File: config.mk
export PLATFORM = sky130hd
export DESIGN_NAME = param_main_store
export DESIGN_NICKNAME = d
export VERILOG_FILES = /design/src/rtl/param_main_store.sv
export SDC_FILE = /design/constraint.sdc
export NUM_CORES = 1
export LEC_CHECK = 0
export ABC_AREA = 1
export ABC_CLOCK_PERIOD_IN_PS = 8300
export CAP_MARGIN = 20
export CORE_AREA = 2 2 164 166
export CTS_BUF_LIST = sky130_fd_sc_hd__clkbuf_4 sky130_fd_sc_hd__clkbuf_8
export DETAILED_ROUTE_END_ITERATION = 16
export DIE_AREA = 0 0 166 168
export DONT_BUFFER_PORTS = 1
export HOLD_SLACK_MARGIN = 0.06
export PLACE_DENSITY_LB_ADDON = 0.3
export REMOVE_ABC_BUFFERS = 1
export SYNTH_ARGS = -nofsm -noshare
export SYNTH_HDL_FRONTEND = slang
export SYNTH_SLANG_ARGS = --single-unit
export TNS_END_PERCENT = 100
File: constraint.sdc
create_clock -name clk -period 8.3 [get_ports clk]
set_input_delay 0.415 -clock clk [delete_from_list [all_inputs] [get_ports clk]]
set_output_delay 0.415 -clock clk [all_outputs]
set_load 0.01 [all_outputs]
File: src/rtl/param_main_store.sv
// Parametrised single-port word store with req/ack handshake, programmable
// wait states, out-of-range detection and a one-word-per-cycle clear sweep.
module param_main_store #(
    parameter int DATA_W      = 8,
    parameter int ADDR_W      = 5,
    parameter int DEPTH       = 32,
    parameter int WAIT_STATES = 0
) (
    input  logic              clk,
    input  logic              rst,
    input  logic              req,
    input  logic              we,
    input  logic [ADDR_W-1:0] addr,
    input  logic [DATA_W-1:0] wdata,
    input  logic              clr,
    output logic [DATA_W-1:0] rdata,
    output logic              ack,
    output logic              err,
    output logic              busy,
    output logic              clr_done
);

    typedef enum logic [1:0] {
        S_IDLE,
        S_ACCESS,
        S_CLEAR
    } state_t;

    // One extra bit so DEPTH == 2**ADDR_W is representable in the range compare.
    localparam logic [ADDR_W:0]   DEPTH_L  = (ADDR_W+1)'(DEPTH);
    localparam logic [3:0]        WS_L     = 4'(WAIT_STATES);
    localparam logic [ADDR_W-1:0] LAST_IDX = ADDR_W'(DEPTH - 1);

    state_t              state_q, state_d;
    logic [3:0]          cnt_q, cnt_d;
    logic                we_q, we_d;
    logic [ADDR_W-1:0]   addr_q, addr_d;
    logic [DATA_W-1:0]   wdata_q, wdata_d;
    logic [ADDR_W-1:0]   idx_q, idx_d;
    logic [DATA_W-1:0]   rdata_q, rdata_d;
    logic                ack_q, ack_d;
    logic                err_q, err_d;
    logic                clr_done_q, clr_done_d;
    logic [DATA_W-1:0]   mem_q [DEPTH];
    logic [DATA_W-1:0]   mem_d [DEPTH];
    logic                in_range;

    assign in_range = ({1'b0, addr_q} < DEPTH_L);

    always_comb begin
        state_d    = state_q;
        cnt_d      = cnt_q;
        we_d       = we_q;
        addr_d     = addr_q;
        wdata_d    = wdata_q;
        idx_d      = idx_q;
        rdata_d    = rdata_q;
        ack_d      = 1'b0;
        err_d      = 1'b0;
        clr_done_d = 1'b0;
        mem_d      = mem_q;

        case (state_q)
            S_IDLE: begin
                if (clr) begin
                    idx_d   = '0;
                    state_d = S_CLEAR;
                end else if (req) begin
                    we_d    = we;
                    addr_d  = addr;
                    wdata_d = wdata;
                    cnt_d   = WS_L;
                    state_d = S_ACCESS;
                end
            end
            S_ACCESS: begin
                if (cnt_q != 4'd0) begin
                    cnt_d = cnt_q - 4'd1;
                end else begin
                    ack_d   = 1'b1;
                    err_d   = !in_range;
                    state_d = S_IDLE;
                    if (we_q) begin
                        if (in_range) begin
                            mem_d[addr_q] = wdata_q;
                        end
                    end else begin
                        rdata_d = in_range ? mem_q[addr_q] : '0;
                    end
                end
            end
            S_CLEAR: begin
                mem_d[idx_q] = '0;
                if (idx_q == LAST_IDX) begin
                    clr_done_d = 1'b1;
                    state_d    = S_IDLE;
                end else begin
                    idx_d = idx_q + ADDR_W'(1);
                end
            end
            default: state_d = S_IDLE;
        endcase
    end

    always_ff @(posedge clk or posedge rst) begin
        if (rst) begin
            state_q    <= S_IDLE;
            cnt_q      <= '0;
            we_q       <= 1'b0;
            addr_q     <= '0;
            wdata_q    <= '0;
            idx_q      <= '0;
            rdata_q    <= '0;
            ack_q      <= 1'b0;
            err_q      <= 1'b0;
            clr_done_q <= 1'b0;
            for (int i = 0; i < DEPTH; i++) begin
                mem_q[i] <= '0;
            end
        end else begin
            state_q    <= state_d;
            cnt_q      <= cnt_d;
            we_q       <= we_d;
            addr_q     <= addr_d;
            wdata_q    <= wdata_d;
            idx_q      <= idx_d;
            rdata_q    <= rdata_d;
            ack_q      <= ack_d;
            err_q      <= err_d;
            clr_done_q <= clr_done_d;
            mem_q      <= mem_d;
        end
    end

    assign busy     = (state_q != S_IDLE);
    assign rdata    = rdata_q;
    assign ack      = ack_q;
    assign err      = err_q;
    assign clr_done = clr_done_q;

endmodule
# Word level (Yosys, flattened, before mapping)
# Cells that the tools add are included.
totals:
  in_bits: 18
  ff_bits: 291
  elab_cells: 107
classes:
  n_eq_ne: 12
  addsub: 2
  mux: 27
  reduce_logical: 14
  bitwise: 7
  magnitude_cmp: 4
ops:
  columns: ["cell", "count"]
  rows:
  - ["two-way mux 256 bit", 2]
  - ["one-hot mux 256 bit (2 select lines)", 1]
  - ["AND 256 bit", 1]
  - ["bitwise mux 256 bit", 1]
  - ["NOT 256 bit", 1]
  - ["demux 8 bit (select 5 bit)", 2]
  - ["binary-select mux 8 bit (select 5 bit)", 1]
  - ["two-way mux 8 bit", 4]
  - ["!= test 2 bit (second input constant)", 8]
  - ["AND reduction 3 bit", 5]
  - ["greater-or-equal comparator 6 bit (second input constant)", 2]
  - ["< comparator 6 x 1 -> 1 bit (second input constant)", 2]
  - ["two-way mux 4 bit", 3]
  - ["NOT 5 -> 6 bit", 2]
  - ["two-way mux 5 bit", 2]
  - ["one-hot mux 5 bit (2 select lines)", 1]
  - ["two-way mux 2 bit", 4]
  - ["one-hot mux 4 bit (2 select lines)", 1]
  - ["nonzero test 2 bit", 4]
  - ["one-hot mux 2 bit (3 select lines)", 1]
  - ["adder 5 x 1 -> 5 bit (second input constant)", 1]
  - ["== test 5 bit (second input constant)", 1]
  - ["two-way mux 1 bit", 4]
  - ["AND reduction 4 bit", 1]
  - ["other kinds (8)", 11]

# Logic depth before layout (Yosys ltp)
depth:
  ltp_word: 9
  ltp_mapped: 14

# Least setup slack after synthesis
# Ideal clock, no wire load.
synth_timing:
  path_type: "register to register"
  start: "register cnt_q[0]"
  end: "register mem_q[15] in the netlist's numbering"
  path_slack_ns: 6.487
  setup_ns: 0.135
  path_stages_with_launch: 9
  t_arrival_ns: 1.679
  cell_sequence: "dfrtp_1 inv_1 ha_1 nand3_1 nor3_4 buf_4 nand3_2 nand2_1 o22ai_1"
synth_via:
  elab_chain_cells: 3
synth_rtl:
  columns: ["item", "line_no", "text"]
  rows:
  - ["from (decl)", "35", "logic [3:0] cnt_q, cnt_d;"]
  - ["from (signal assigned)", "122", "cnt_q <= cnt_d;"]
  - ["nonzero test 4 bit", "77", "if (cnt_q != 4'd0) begin"]
  - ["!= test 2 bit (no source line)", null, null]
  - ["AND reduction 3 bit (no source line)", null, null]
  - ["to (signal assigned)", "131", "mem_q <= mem_d;"]
  - ["to (decl)", "44", "logic [DATA_W-1:0] mem_q [DEPTH];"]
# No other way between the ends.
# A chain may end at the register's enable or synchronous reset.

# Worst setup path in the final report
layout_timing:
  start: "register addr_q[1]"
  end: "register mem_q[171] in the netlist's numbering"
layout_via:
  elab_chain_cells: 9
  word_cells_on_any_way: 10
layout_rtl:
  columns: ["item", "line_no", "text"]
  rows:
  - ["from (decl)", "37", "logic [ADDR_W-1:0] addr_q, addr_d;"]
  - ["from (signal assigned)", "124", "addr_q <= addr_d;"]
  - ["NOT 5 -> 6 bit (not written as such) (*)", "85", "mem_d[addr_q] = wdata_q;"]
  - ["greater-or-equal comparator 6 bit (not written as such) / < comparator 6 x 1 -> 1 bit (equally long branches)", "85", null]
  - ["logical AND 1 bit (not written as such)", "85", null]
  - ["two-way mux 8 bit (not written as such)", "85", null]
  - ["demux 8 bit (select 5 bit) (*)", "85", null]
  - ["bitwise mux 256 bit (*)", "85", null]
  - ["two-way mux 256 bit (*)", "83", "if (we_q) begin"]
  - ["two-way mux 256 bit (*)", "77", null]
  - ["one-hot mux 256 bit (2 select lines) (*)", "63", "case (state_q)"]
# Every way passes the cells marked *; elsewhere a longest branch is shown, timed or not. The select of a mux whose other input is x is not followed.

==> results.md <==
- Routability-driven placement finished with a final weighted congestion of 0.919.
- The leakage power is 7.64 nW.
- Of the cells placed in the final design, the portion with a size suffix greater than 1 is under 10%.
- At the placement stage, the worst setup path has a slack of about 5200 ps.
- For this block, the via count after detailed routing is between 10000 and 15000.
- In the synthesized netlist, the number of instances is ~1800.
- At the pin with the least slew margin, the transition time is 1100 ps.
- Entering global routing, the biggest net connects 183 pins.
- At the worst endpoint, the required time is between 8000 and 9000 ps.
- The total cell area at the placement stage is around 14000 sq um.
- The via count of the first global-routing pass is about 12000.
- The portion of synthesized area spent on multiplexers is 0%.
- The post-synthesis adder-cell area fraction is less than 1%.
- The post-route cell area is 15500 sq um.
- In this run the number of H-tree levels came out at 2.
- The number of buffers added by the clock tree synthesis step is 49.
- In this run the standard cell core region covers approximately 26000 sq um.
- The flip-flop and latch count after synthesis is just under 300.
- The switching power is around 1.9 mW.
- The final-report hold violation count was 0.
- The startpoint of the worst hold path is clr.
- The starting density of the core is between 50% and 60%.
- The HPWL after detailed placement is 24400 um.
- The pre-antenna-repair detailed-routing pass consisted of 5 iterations.
- The fill cell total of the finished layout is between 2000 and 2500.
- The number of max-slew violations in the final report was 0.
- The ratio of total power to cell area is approximately 290 nW/um^2.
- The fraction of the cycle the final worst path needs is 38.0%.
- The min-delay analysis places its worst path in the category input pin to flip-flop.
- Tracing the worst setup path back leads to its startpoint at addr_q[1].
- The portion of total power attributed to sequential cells is between 30% and 40%.
- The number of sinks on the clock net is between 200 and 300.
- The maximum count of clock buffers along a single path is 3.
- The clock period could shrink to roughly 3200 ps.
- STA classifies the critical path startpoint as a flip-flop.
- The switching portion of total power is 41.4%.
- From left edge to right edge, the die measures ~170 um.
- The number of antenna violations at the first check in global routing is 0.
- The full die area is between 20000 and 30000 sq um.
- The net count of the finished layout is around 1800.
- Combinational logic burns about 31% of the power.
- After synthesis the cells add up to approximately 14000 sq um.
- The repair_antennas step left the layout with diodes totalling 0.
- The worst path meets setup with between 5000 and 6000 ps of slack.
- Synthesis instantiated 28 different standard cells from the library.
- The post-cts resize count is 0.
- The warning count from the yosys run is 0.
- The library cell used most frequently in the layout, excluding fill and tap cells, is sky130_fd_sc_hd__nand2_1.
- Setup violations remaining at the end of the flow were counted as 0.
- The share of the Yosys chip area taken by registers is about half.
- The overall die height is around 170 um.
- The footprint of the flip-flops and latches is 7290 sq um.
- The cell sitting at the root of the clock tree is a sky130_fd_sc_hd__clkbuf_8.
- The worst-case IR drop observed on VDD is 341 uV.
- The worst setup path is of the flip-flop to flip-flop kind.
- Summed over all failing endpoints, the final setup total negative slack is 0 ps.
- The beginning of the worst register-to-register path is addr_q[1].
- Summing the areas of all and, or, nand and nor instances in the mapped netlist gives between 20 and 25% of the synthesized area.
- Compared with the post-synthesis result, the final layout area differs by 9.40%.
- The data arrival time at the worst-slack endpoint is 3590 ps.
- The I/O pin count is 30.
- The number of rows created at floorplan is 60.
- The relative contribution of the clock network to total power is ~30%.
- At the end of the flow the core is filled with cells to between 50 and 60%.
- Overall power consumption after layout is estimated at 4.52 mW.
- After detailed routing, the number of remaining DRC violations is 0.
- The detail route stage leaves a number of antenna-violating nets equal to 0.
- In the final layout, the multi-input gates occupy approximately 5600 sq um.
- The clock arrives with 27.4 ps of skew.
- The first global-routing pass estimated 65000 um of wire.
- Final hold analysis gives a worst-case slack of 173 ps.
- The internal portion of the total power is 2.65 mW.
- Timing would allow up to approximately 320 MHz.
- The count of input and output buffers is 0.
- Of the total synthesized cell area, the portion taken by XOR and XNOR cells is 0%.
- The clock latency at the later pin of the worst-skew pair is around 590 ps.
- A synthesized cell averages between 7 and 8 sq um.
- The slack of the worst reg-to-reg path is approximately 5000 ps.
- In the global route stage, overall resource usage came out at slightly below 30%.
- The category of the worst setup path capture point is a flip-flop.
- The first-iteration detailed-routing DRC count is 1456.
- The share of the synthesized area in compound gates (AO/OA/AOI/OAI) is roughly 14%.
- After synthesis, the largest family of logic cells by area is simple AND/OR/NAND/NOR gates.
- Using the TritonRoute via totals, the vias-per-cell ratio works out to 5.65.
- The routed wirelength normalized by instance count is between 15 and 20 um.
- The library cells used most frequently in the layout, excluding fill and tap cells, are sky130_fd_sc_hd__nand2_1, sky130_fd_sc_hd__dfrtp_1, sky130_fd_sc_hd__inv_1.
- For this block, the routed nets add up to 40600 um of wire.
- Measured against its own limit, the worst slew margin works out to between 20% and 30%.
- The run finished with clean final reports.
- Along the worst path, the maximum fanout reaches a little over 60.
- Setup repair after global routing left no endpoint under its margin.
- The post-CTS clock slew at the launch and capture registers of the worst setup and hold paths is around 70 ps.
- The total overflow reported by the global router is 0.
- Max-cap violations in this run came to 0.
- Once layout is complete, the cells apart from fillers number 2185.
- The CTS tree is built.
- After detailed placement, the design holds a cell count of roughly 2100.
-- critical path, stage by stage, from the launching register on --
cell                      delay (ps)
sky130_fd_sc_hd__dfrtp_2         340
sky130_fd_sc_hd__buf_4           570
sky130_fd_sc_hd__inv_2           510
sky130_fd_sc_hd__buf_4           370
sky130_fd_sc_hd__nor2_4          470
sky130_fd_sc_hd__nand3_2         310
sky130_fd_sc_hd__o21ai_2         260
sky130_fd_sc_hd__o22ai_1         140
-- registers in the layout, indices dropped and copies added, names as in the netlist --
name / flops
state_q: 2
idx_q: 5
wdata_q: 8
ack: 1
clr_done: 1
mem_q: 256
rdata: 8
addr_q: 5
we_q: 1
cnt_q: 4
-- logic make-up (layout without fill, tap and decap cells) --
logic type                 Yosys count  in the layout
buffers and inverters              347            370
adders and majority gates            6              6
and+or+nand+nor                    835            835
other                                1              1
AOI/OAI and AO/OA                  341            341
DFF                                291            291
-- per-layer routing --
layer  global-route usage, %  routed length, um  vias to the layer above  part of all wire [%]
li1                        -                  -                     5803                     -
met2                    44.7              18000                      602                    44
met4                    12.4               1690                        0                   4.2
met1                    41.3              17400                     5824                    43
met5                       0                  0                        -                     0
met3                    5.90               3600                      123                   8.9
-- path summary, 6_finish.rpt --
| path | to | cells past startpoint |
|---|---|---|
| worst max-delay path | mem_q[171] | 7 |
| worst min-delay path | idx_q[3] | 3 |
| worst max register to register | mem_q[171] | 7 |
| worst min register to register | mem_q[4] | 2 |
| max in group asynchronous | mem_q[127] | 3 |
| min in group asynchronous | mem_q[188] | 2 |
-- power groups by stage --
stage	logic (mW)	registers, mW	clock network [mW]
floorplan	0.758	1.83	0
global placement	1.35	1.78	0
detailed placement	1.37	1.78	0
CTS	1.38	1.76	1.35
global route	1.52	1.78	1.42
finish	1.41	1.77	1.34
-- cell type report --
type | count | area share [%]
Sequential cell | 291 | 46.9
Multi-Input combinational cell | 1183 | 35.8
Inverter | 255 | 6.20
Clock buffer | 76 | 6.12
Tap cell | 341 | 2.74
Timing Repair Buffer | 30 | 1.77
Clock inverter | 9 | 0.483
-- cells in the mapped netlist (all sizes together) --
library cell | number | area (sq um)
nand2 | 666 | 2500
dfrtp | 291 | 7280
inv | 255 | 957
o22ai | 191 | 1190
o21ai | 127 | 722
nand3 | 84 | 566
nor2 | 68 | 268
buf | 48 | 253
clkbuf | 44 | 165
a21oi | 20 | 100
nor3 | 14 | 86.3
ha | 6 | 75.1
a31oi | 3 | 18.8
nand4 | 2 | 12.5
conb | 1 | 3.75
nor3b | 1 | 7.51
-- what timing repair did --
item                                   4_1_cts  5_1_grt
hold buffers                                15        0
buffers inserted                             0        0
endpoints found under the hold margin      123        0
Power figures use the tool's default switching activity.
